<file path="src/rtl/bp_flush_pkg.sv">
// Shared types and constants for the branch-predictor flush sequencer.
//   bp_flush_state_e : sequencer FSM state
//   *_INIT           : table initialisation values written during a clear
//   max_rows()       : largest row count among the four tables
package bp_flush_pkg;

    typedef enum logic [1:0] {
        StIdle,
        StPend,
        StClear
    } bp_flush_state_e;

    // Choice counters start weakly preferring the global predictor.
    localparam logic [1:0] MBP_INIT = 2'b10;
    // Direction counters start weakly not-taken.
    localparam logic [1:0] GBP_INIT = 2'b01;
    localparam logic [1:0] LBP_INIT = 2'b01;
    localparam logic       LHR_INIT_BIT = 1'b0;

    function automatic int unsigned max_rows(input int unsigned a, input int unsigned b,
                                             input int unsigned c, input int unsigned d);
        int unsigned m;
        m = a;
        if (b > m) m = b;
        if (c > m) m = c;
        if (d > m) m = d;
        return m;
    endfunction

endpackage

</file>
<file path="src/rtl/bp_sat_counter.sv">
// Saturating up-counter with synchronous clear.
//   clk_i   : clock
//   clr_i   : synchronous clear to zero (takes priority over inc_i)
//   inc_i   : increment by one unless already at all-ones
//   count_o : current count
module bp_sat_counter #(
    parameter int unsigned Width = 16
) (
    input  logic             clk_i,
    input  logic             clr_i,
    input  logic             inc_i,
    output logic [Width-1:0] count_o
);

    logic [Width-1:0] cnt_q;
    logic [Width-1:0] cnt_d;

    always_comb begin
        cnt_d = cnt_q;
        if (clr_i) begin
            cnt_d = '0;
        end else if (inc_i && (cnt_q != '1)) begin
            cnt_d = cnt_q + Width'(1);
        end
    end

    always_ff @(posedge clk_i) begin
        cnt_q <= cnt_d;
    end

    assign count_o = cnt_q;

endmodule

</file>
<file path="src/rtl/bp_flush_sequencer.sv">
// Branch-predictor table clear sequencer. Walks every row of the choice (MBP), global (GBP),
// local (LBP) counter banks and local history table (LHR) after reset and on each flush,
// owning the RAM write ports while clearing and gating predictions/updates until done.
//
// Ports:
//   clk_i, rst_i            : clock, synchronous active-high reset
//   flush_bp_i              : flush request (pulse or level)
//   debug_mode_i            : defers the start of a clear while high
//   update_valid_i          : resolved-branch update offered
//   update_accept_o         : update taken (dropped while busy)
//   busy_o, pred_gate_o     : clear in progress or pending
//   row_o                   : row being written
//   *_we_o                  : per-bank write enables, *_wdata_o : init values
//   flush_cnt_o, drop_cnt_o : statistics, present only with BP_FLUSH_STATS_EN defined
module bp_flush_sequencer
    import bp_flush_pkg::*;
#(
    parameter int unsigned INSTR_PER_FETCH = 2,
    parameter int unsigned MBP_ROWS        = 256,
    parameter int unsigned GBP_ROWS        = 256,
    parameter int unsigned LBP_ROWS        = 256,
    parameter int unsigned LHR_ROWS        = 64,
    parameter int unsigned LHR_BITS        = 8,
    localparam int unsigned MaxRows = max_rows(MBP_ROWS, GBP_ROWS, LBP_ROWS, LHR_ROWS),
    localparam int unsigned RowW    = (MaxRows > 1) ? $clog2(MaxRows) : 1
) (
    input  logic                       clk_i,
    input  logic                       rst_i,
    input  logic                       flush_bp_i,
    input  logic                       debug_mode_i,
    input  logic                       update_valid_i,
    output logic                       update_accept_o,
    output logic                       busy_o,
    output logic                       pred_gate_o,
    output logic [RowW-1:0]            row_o,
    output logic [INSTR_PER_FETCH-1:0] mbp_we_o,
    output logic [INSTR_PER_FETCH-1:0] gbp_we_o,
    output logic [INSTR_PER_FETCH-1:0] lbp_we_o,
    output logic [INSTR_PER_FETCH-1:0] lhr_we_o,
    output logic [1:0]                 mbp_wdata_o,
    output logic [1:0]                 gbp_wdata_o,
    output logic [1:0]                 lbp_wdata_o,
`ifdef BP_FLUSH_STATS_EN
    output logic [15:0]                flush_cnt_o,
    output logic [15:0]                drop_cnt_o,
`endif
    output logic [LHR_BITS-1:0]        lhr_wdata_o
);

    localparam logic [RowW-1:0] LastRow = RowW'(MaxRows - 1);

    bp_flush_state_e state_q, state_d;
    logic [RowW-1:0] row_q, row_d;
    logic [31:0]     row_ext;
    logic            clearing;
    logic            busy;

    // State register: reset lands directly in StClear so release starts the power-on clear.
    always_ff @(posedge clk_i) begin
        if (rst_i) begin
            state_q <= StClear;
            row_q   <= '0;
        end else begin
            state_q <= state_d;
            row_q   <= row_d;
        end
    end

    // Next-state logic.
    always_comb begin
        state_d = state_q;
        row_d   = row_q;
        unique case (state_q)
            StIdle: begin
                if (flush_bp_i) begin
                    row_d   = '0;
                    state_d = debug_mode_i ? StPend : StClear;
                end
            end
            StPend: begin
                // Extra flushes are absorbed: a clear is already owed.
                if (!debug_mode_i) begin
                    state_d = StClear;
                    row_d   = '0;
                end
            end
            StClear: begin
                // Debug mode does not pause a clear already running.
                if (flush_bp_i) begin
                    row_d = '0;
                end else if (row_q == LastRow) begin
                    state_d = StIdle;
                    row_d   = '0;
                end else begin
                    row_d = row_q + RowW'(1);
                end
            end
            default: begin
                state_d = StIdle;
                row_d   = '0;
            end
        endcase
    end

    assign row_ext  = 32'(row_q);
    // Writes are suppressed while reset is held even though state_q already reads StClear.
    assign clearing = (state_q == StClear) && !rst_i;
    assign busy     = rst_i || (state_q != StIdle);

    // Output logic.
    always_comb begin
        mbp_we_o        = '0;
        gbp_we_o        = '0;
        lbp_we_o        = '0;
        lhr_we_o        = '0;
        if (clearing && (row_ext < MBP_ROWS)) mbp_we_o = '1;
        if (clearing && (row_ext < GBP_ROWS)) gbp_we_o = '1;
        if (clearing && (row_ext < LBP_ROWS)) lbp_we_o = '1;
        if (clearing && (row_ext < LHR_ROWS)) lhr_we_o = '1;
        busy_o          = busy;
        pred_gate_o     = busy;
        update_accept_o = update_valid_i && !busy;
    end

    assign row_o       = row_q;
    assign mbp_wdata_o = MBP_INIT;
    assign gbp_wdata_o = GBP_INIT;
    assign lbp_wdata_o = LBP_INIT;
    assign lhr_wdata_o = {LHR_BITS{LHR_INIT_BIT}};

`ifdef BP_FLUSH_STATS_EN
    logic clear_start;
    logic drop;

    // A clear starts on every cycle that writes row 0, covering power-on, flush and restart.
    assign clear_start = clearing && (row_q == '0);
    assign drop        = update_valid_i && busy && !rst_i;

    bp_sat_counter #(
        .Width(16)
    ) u_flush_cnt (
        .clk_i  (clk_i),
        .clr_i  (rst_i),
        .inc_i  (clear_start),
        .count_o(flush_cnt_o)
    );

    bp_sat_counter #(
        .Width(16)
    ) u_drop_cnt (
        .clk_i  (clk_i),
        .clr_i  (rst_i),
        .inc_i  (drop),
        .count_o(drop_cnt_o)
    );
`endif

endmodule
</file>
<file path="config.mk">
export PLATFORM = sky130hd
export DESIGN_NAME = bp_flush_sequencer
export DESIGN_NICKNAME = d
export VERILOG_FILES = /design/src/rtl/bp_flush_pkg.sv /design/src/rtl/bp_sat_counter.sv /design/src/rtl/bp_flush_sequencer.sv
export SDC_FILE = /design/constraint.sdc
export NUM_CORES = 1
export LEC_CHECK = 0
export ABC_AREA = 1
export BUFFER_PORTS_ARGS = -buffer_cell sky130_fd_sc_hd__buf_2
export CAP_MARGIN = 20
export CELL_PAD_IN_SITES_DETAIL_PLACEMENT = 1
export CELL_PAD_IN_SITES_GLOBAL_PLACEMENT = 1
export CORE_ASPECT_RATIO = 0.9
export CORE_UTILIZATION = 26
export DETAILED_ROUTE_END_ITERATION = 10
export PLACE_DENSITY_LB_ADDON = 0.1
export SYNTH_ARGS = -nofsm -noshare
export SYNTH_HDL_FRONTEND = slang
export SYNTH_HIERARCHICAL = 1
export SYNTH_SLANG_ARGS = --single-unit
</file>
<file path="constraint.sdc">
create_clock -name clk_i -period 1.1 [get_ports clk_i]
set_input_delay 0.22 -clock clk_i [delete_from_list [all_inputs] [get_ports clk_i]]
set_output_delay 0.22 -clock clk_i [all_outputs]
set_load 0.05 [all_outputs]
</file>
After elaboration in Yosys (flattened, before gate mapping)
Cells that the tools add are included.
{"block": "totals", "word_cells": 36, "in_bits": 5, "regBits": 10, "output_inout_bits": 33}
{"block": "classes", "mux": 13, "magnitude_cmp": 2, "eq_ne": 7, "add_sub_neg": 1, "reduce_logical": 11}
{"op": "2-to-1 mux 8 bit", "count": 4}
{"op": "one-hot mux 8 bit (3 select lines)", "count": 1}
{"op": "2-to-1 mux 2 bit", "count": 7}
{"op": "< comparator 8 x 9 -> 1 bit (second input constant)", "count": 1}
{"op": "adder 8 x 1 -> 8 bit (second input constant)", "count": 1}
{"op": "== test 8 bit (second input constant)", "count": 1}
{"op": "< comparator 8 x 7 -> 1 bit (second input constant)", "count": 1}
{"op": "inequality test 2 bit (second input constant)", "count": 4}
{"op": "one-hot mux 2 bit (3 select lines)", "count": 1}
{"op": "logical AND 1 bit", "count": 4}
{"op": "AND reduction 4 bit", "count": 1}
{"op": "== test 2 x 1 -> 1 bit (second input constant)", "count": 1}
{"op": "== test 2 bit (second input constant)", "count": 1}
{"op": "logical NOT 1 bit", "count": 2}
{"op": "logical NOT 2 bit", "count": 1}
{"op": "AND reduction 2 bit", "count": 1}
{"op": "nonzero test 2 bit", "count": 1}
{"op": "logical OR 1 bit", "count": 1}

Longest topological paths before layout
{"block": "depth", "depth_word": 4, "ltp_mapped": 8}

Least setup slack after synthesis
No wires, ideal clock.
{"block": "synth_path", "path_kind": "register to output", "startpoint": "register row_q[7], in the netlist row_o[7]", "endpoint": "output port lhr_we_o[1]", "setup_slack_ns": -1.704, "t_arrival_ns": 2.584, "stages_incl_launch_ff": 3, "n_path_buf": 1, "t_required_ns": 0.880, "cell_sequence": "dfxtp_1 -> nor4_1 -> buf_4"}
{"block": "synth_between", "elab_chain_len": 3}
{"item": "start, declared", "line": "bp_flush_sequencer.sv:53", "text": "logic [RowW-1:0] row_q, row_d;"}
{"item": "start signal, assigned", "line": "bp_flush_sequencer.sv:65", "text": "row_q <= row_d;"}
{"item": "< comparator 8 x 7 -> 1 bit", "line": "bp_flush_sequencer.sv:119", "text": "if (clearing && (row_ext < LHR_ROWS)) lhr_we_o = '1;"}
{"item": "logical AND 1 bit", "line": "bp_flush_sequencer.sv:119"}
{"item": "2-to-1 mux 2 bit", "line": "bp_flush_sequencer.sv:119"}
{"item": "end, declared", "line": "bp_flush_sequencer.sv:39", "text": "output logic [INSTR_PER_FETCH-1:0] lhr_we_o,"}
Every way passes these cells.

Worst setup path after layout
{"block": "layout_path", "startpoint": "register state_q[0]", "endpoint": "output port gbp_we_o[1]"}
{"block": "layout_between", "elab_chain_len": 4}
{"item": "start, declared", "line": "bp_flush_sequencer.sv:52", "text": "bp_flush_state_e state_q, state_d;"}
{"item": "start signal, assigned", "line": "bp_flush_sequencer.sv:61", "text": "state_q <= StClear;"}
{"item": "start signal, assigned", "line": "bp_flush_sequencer.sv:64", "text": "state_q <= state_d;"}
{"item": "== test 2 bit", "line": "bp_flush_sequencer.sv:107", "text": "assign clearing = (state_q == StClear) && !rst_i;"}
{"item": "logical AND 1 bit", "line": "bp_flush_sequencer.sv:107"}
{"item": "logical AND 1 bit", "line": "bp_flush_sequencer.sv:117", "text": "if (clearing && (row_ext < GBP_ROWS)) gbp_we_o = '1;"}
{"item": "2-to-1 mux 2 bit", "line": "bp_flush_sequencer.sv:117"}
{"item": "end, declared", "line": "bp_flush_sequencer.sv:37", "text": "output logic [INSTR_PER_FETCH-1:0] gbp_we_o,"}
Every way passes these cells.

==> impl_metrics.json <==
{
  "die_w_um": 59.11,
  "rsz0062_at_grt": "yes",
  "power_density_nw_per_um2": 748.8,
  "overflow": 0,
  "drc_errors": 0,
  "n_antenna_cell": 0,
  "r2r-start": "state_q[0]",
  "hold_class": "input pin to register",
  "seqCellArea_um2": 235.2,
  "clock_latency_ns": 0.27,
  "setup_viol": 21,
  "core_area_um2": 2770,
  "crit_path_max_fanout": 6,
  "gp_congestion": 0.7493,
  "final-hold-violation-count": 0,
  "path_class": "register to output pin",
  "finalMaxSlewViolations": 0,
  "numCtsBuffers": 3,
  "hold_path_end": "state_q[0]",
  "num_vias": 794,
  "required_ns": 0.88,
  "ff2ff_setup_slack_ns": -0.16,
  "start_util": 0.2755,
  "rows": 18,
  "chipHeight_um": 53.40,
  "maxCapViolations": 0,
  "grt_pass1_wl_um": 3353,
  "dr.pass1.iters": 4,
  "hold_path_depth": 3,
  "syn_area_per_cell_um2": 6.414,
  "hold_buffers": 0,
  "yosysTopAreaCell": "dfxtp_1",
  "reg2reg_to": "row_o[2]",
  "dp_hpwl_um": 1585,
  "cp-end-kind": "output pin",
  "ys_seq_area_frac": 0.2623,
  "pin_count": 38,
  "nets": 157,
  "synth_edf_count": 0,
  "yosysTopAreaCellShare": 0.2623,
  "dieArea_um2": 3156,
  "final_common_cell": "nand2_1",
  "drtIter0Drc": 11,
  "cp_data_arrival_time_ns": 1.19,
  "cts_tree": "built",
  "peakVddDrop_v": 0.0005686,
  "viasPerCell": 4.179,
  "totalWireLength_um": 2218,
  "clk_pin_slew_ns": 0.07,
  "syn_inst": 119,
  "clock-root-buffer": "clkbuf_4",
  "synth.distinct_cells": 21,
  "max_clock_freq_mhz": 706.8,
  "layout_setup_ws_ns": -0.3149,
  "outcome": "finished with violations",
  "post-route-util": 0.4566,
  "nFillCells": 348,
  "synth_seq_cells": 10,
  "grt_max_degree": 9,
  "final_antenna_net_count": 0,
  "min_from": "debug_mode_i",
  "htree_levels": 1,
  "io_buffers": 23,
  "start_kind": "register",
  "yosys_warnings": 6,
  "place_ws_ns": -0.1698,
  "reg2reg_depth": 8,
  "violations": "setup timing",
  "synth_ff_type": "dfxtp_1",
  "async_flop_share": 0,
  "synth_area_um2": 763.2,
  "clock_tree.buffer_depth": 2,
  "grt_use_total": 0.1486,
  "p_leak_nw": 0.6095,
  "area_growth_pct": 65.74,
  "finClkSkew_ns": 0.003484,
  "mostFrequentLayoutCells": "nand2_1 (26), buf_6 (17), conb_1 (14), buf_4 (12), inv_1 (10)",
  "fin_crit_sh": 1.286,
  "period_needed_ns": 1.415,
  "numClockSinks": 10,
  "multiInputGateArea_um2": 534.3,
  "wl_per_cell_um": 11.67,
  "grt_pass1_vias": 745,
  "antenna_found_initial": 0,
  "synth.area.top_cells": "dfxtp_1 (26%), buf_4 (22%), nand2_1 (16%)",
  "drive_above_1_share": 0.5267
}
## where the power goes
part | internal [mW] | switching, mW | total [mW]
Sequential | 0.346 | 0.00469 | 0.350
Clock | 0.141 | 0.143 | 0.284
Combinational | 0.0783 | 0.234 | 0.313
Total | 0.565 | 0.383 | 0.947
## metrics by stage
step	hold slack, ns	setup TNS [ns]	area (µm²)	instances	power, mW
after CTS	0.2276	-3.341	1166	188	0.9515
after global placement	0.4831	-1.105	972.2	183	0.6322
after floorplan	0.2794	-1.800	897.1	131	0.6344
after global routing	0.2430	-4.961	1265	190	0.9933
final	0.2404	-3.592	1265	190	0.9472
after detailed placement	0.4916	-1.913	972.2	183	0.6334
## cell type report
type,instances,area share
multi-input cells,85,0.4224
clock buffers,4,0.02077
repair buffers,37,0.2859
well taps,40,0.03956
inverters,14,0.04550
flip-flops and latches,10,0.1860
## routing by layer
layer  wire length [µm]  part of all wire  global-route usage
met1                906              0.41              0.1688
met2               1158              0.52              0.2652
met3                131             0.059             0.05134
met4                 21            0.0095             0.03571
met5                  0                 0                   0
## worst max-delay path by stage
stage | start | endpoint | slack, ns
floorplan | row_o[6] | lhr_we_o[1] | -0.47
global placement | state_q[1] | lbp_we_o[0] | -0.10
detailed placement | state_q[1] | lbp_we_o[1] | -0.17
CTS | state_q[0] | lbp_we_o[0] | -0.30
global route | state_q[0] | gbp_we_o[1] | -0.36
finish | state_q[0] | gbp_we_o[1] | -0.31
## repair_timing
action | CTS | global route
setup buffers | 1 | 3
setup endpoints to repair | 28 | 25
resized for setup | 52 | 23
pin swaps | 1 | 9
## worst max-delay path, stage by stage (launching register included)
cell     delay [ns]
dfxtp_4        0.37
inv_4          0.06
nand2_4        0.06
nor2_4         0.22
buf_6          0.20
## state kept, by name (all words and copies together) (netlist names)
signal / cells
row_o: 8
state_q: 2
## cell families (layout without fill, tap and decap cells)
family                     count (synthesis)  in the layout  synth area share
AOI/OAI and AO/OA                          9              9           0.07540
and+or+nand+nor                           60             60            0.3394
buffers and inverters                     36             55            0.2852
DFF                                       10             10            0.2623
other                                      2             14          0.009840
adders and majority gates                  1              1           0.01639
xor gates and xnor gates                   1              1           0.01148
## cells in the mapped netlist (2+ instances only)
| master | instances |
|---|---|
| nand3_1 | 5 |
| o21ai_0 | 2 |
| a21oi_1 | 3 |
| conb_1 | 2 |
| dfxtp_1 | 10 |
| inv_1 | 13 |
| buf_4 | 22 |
| nand2_2 | 2 |
| nor2_1 | 16 |
| o21bai_1 | 2 |
| nand2_1 | 32 |
Power figures use the tool's default switching activity.
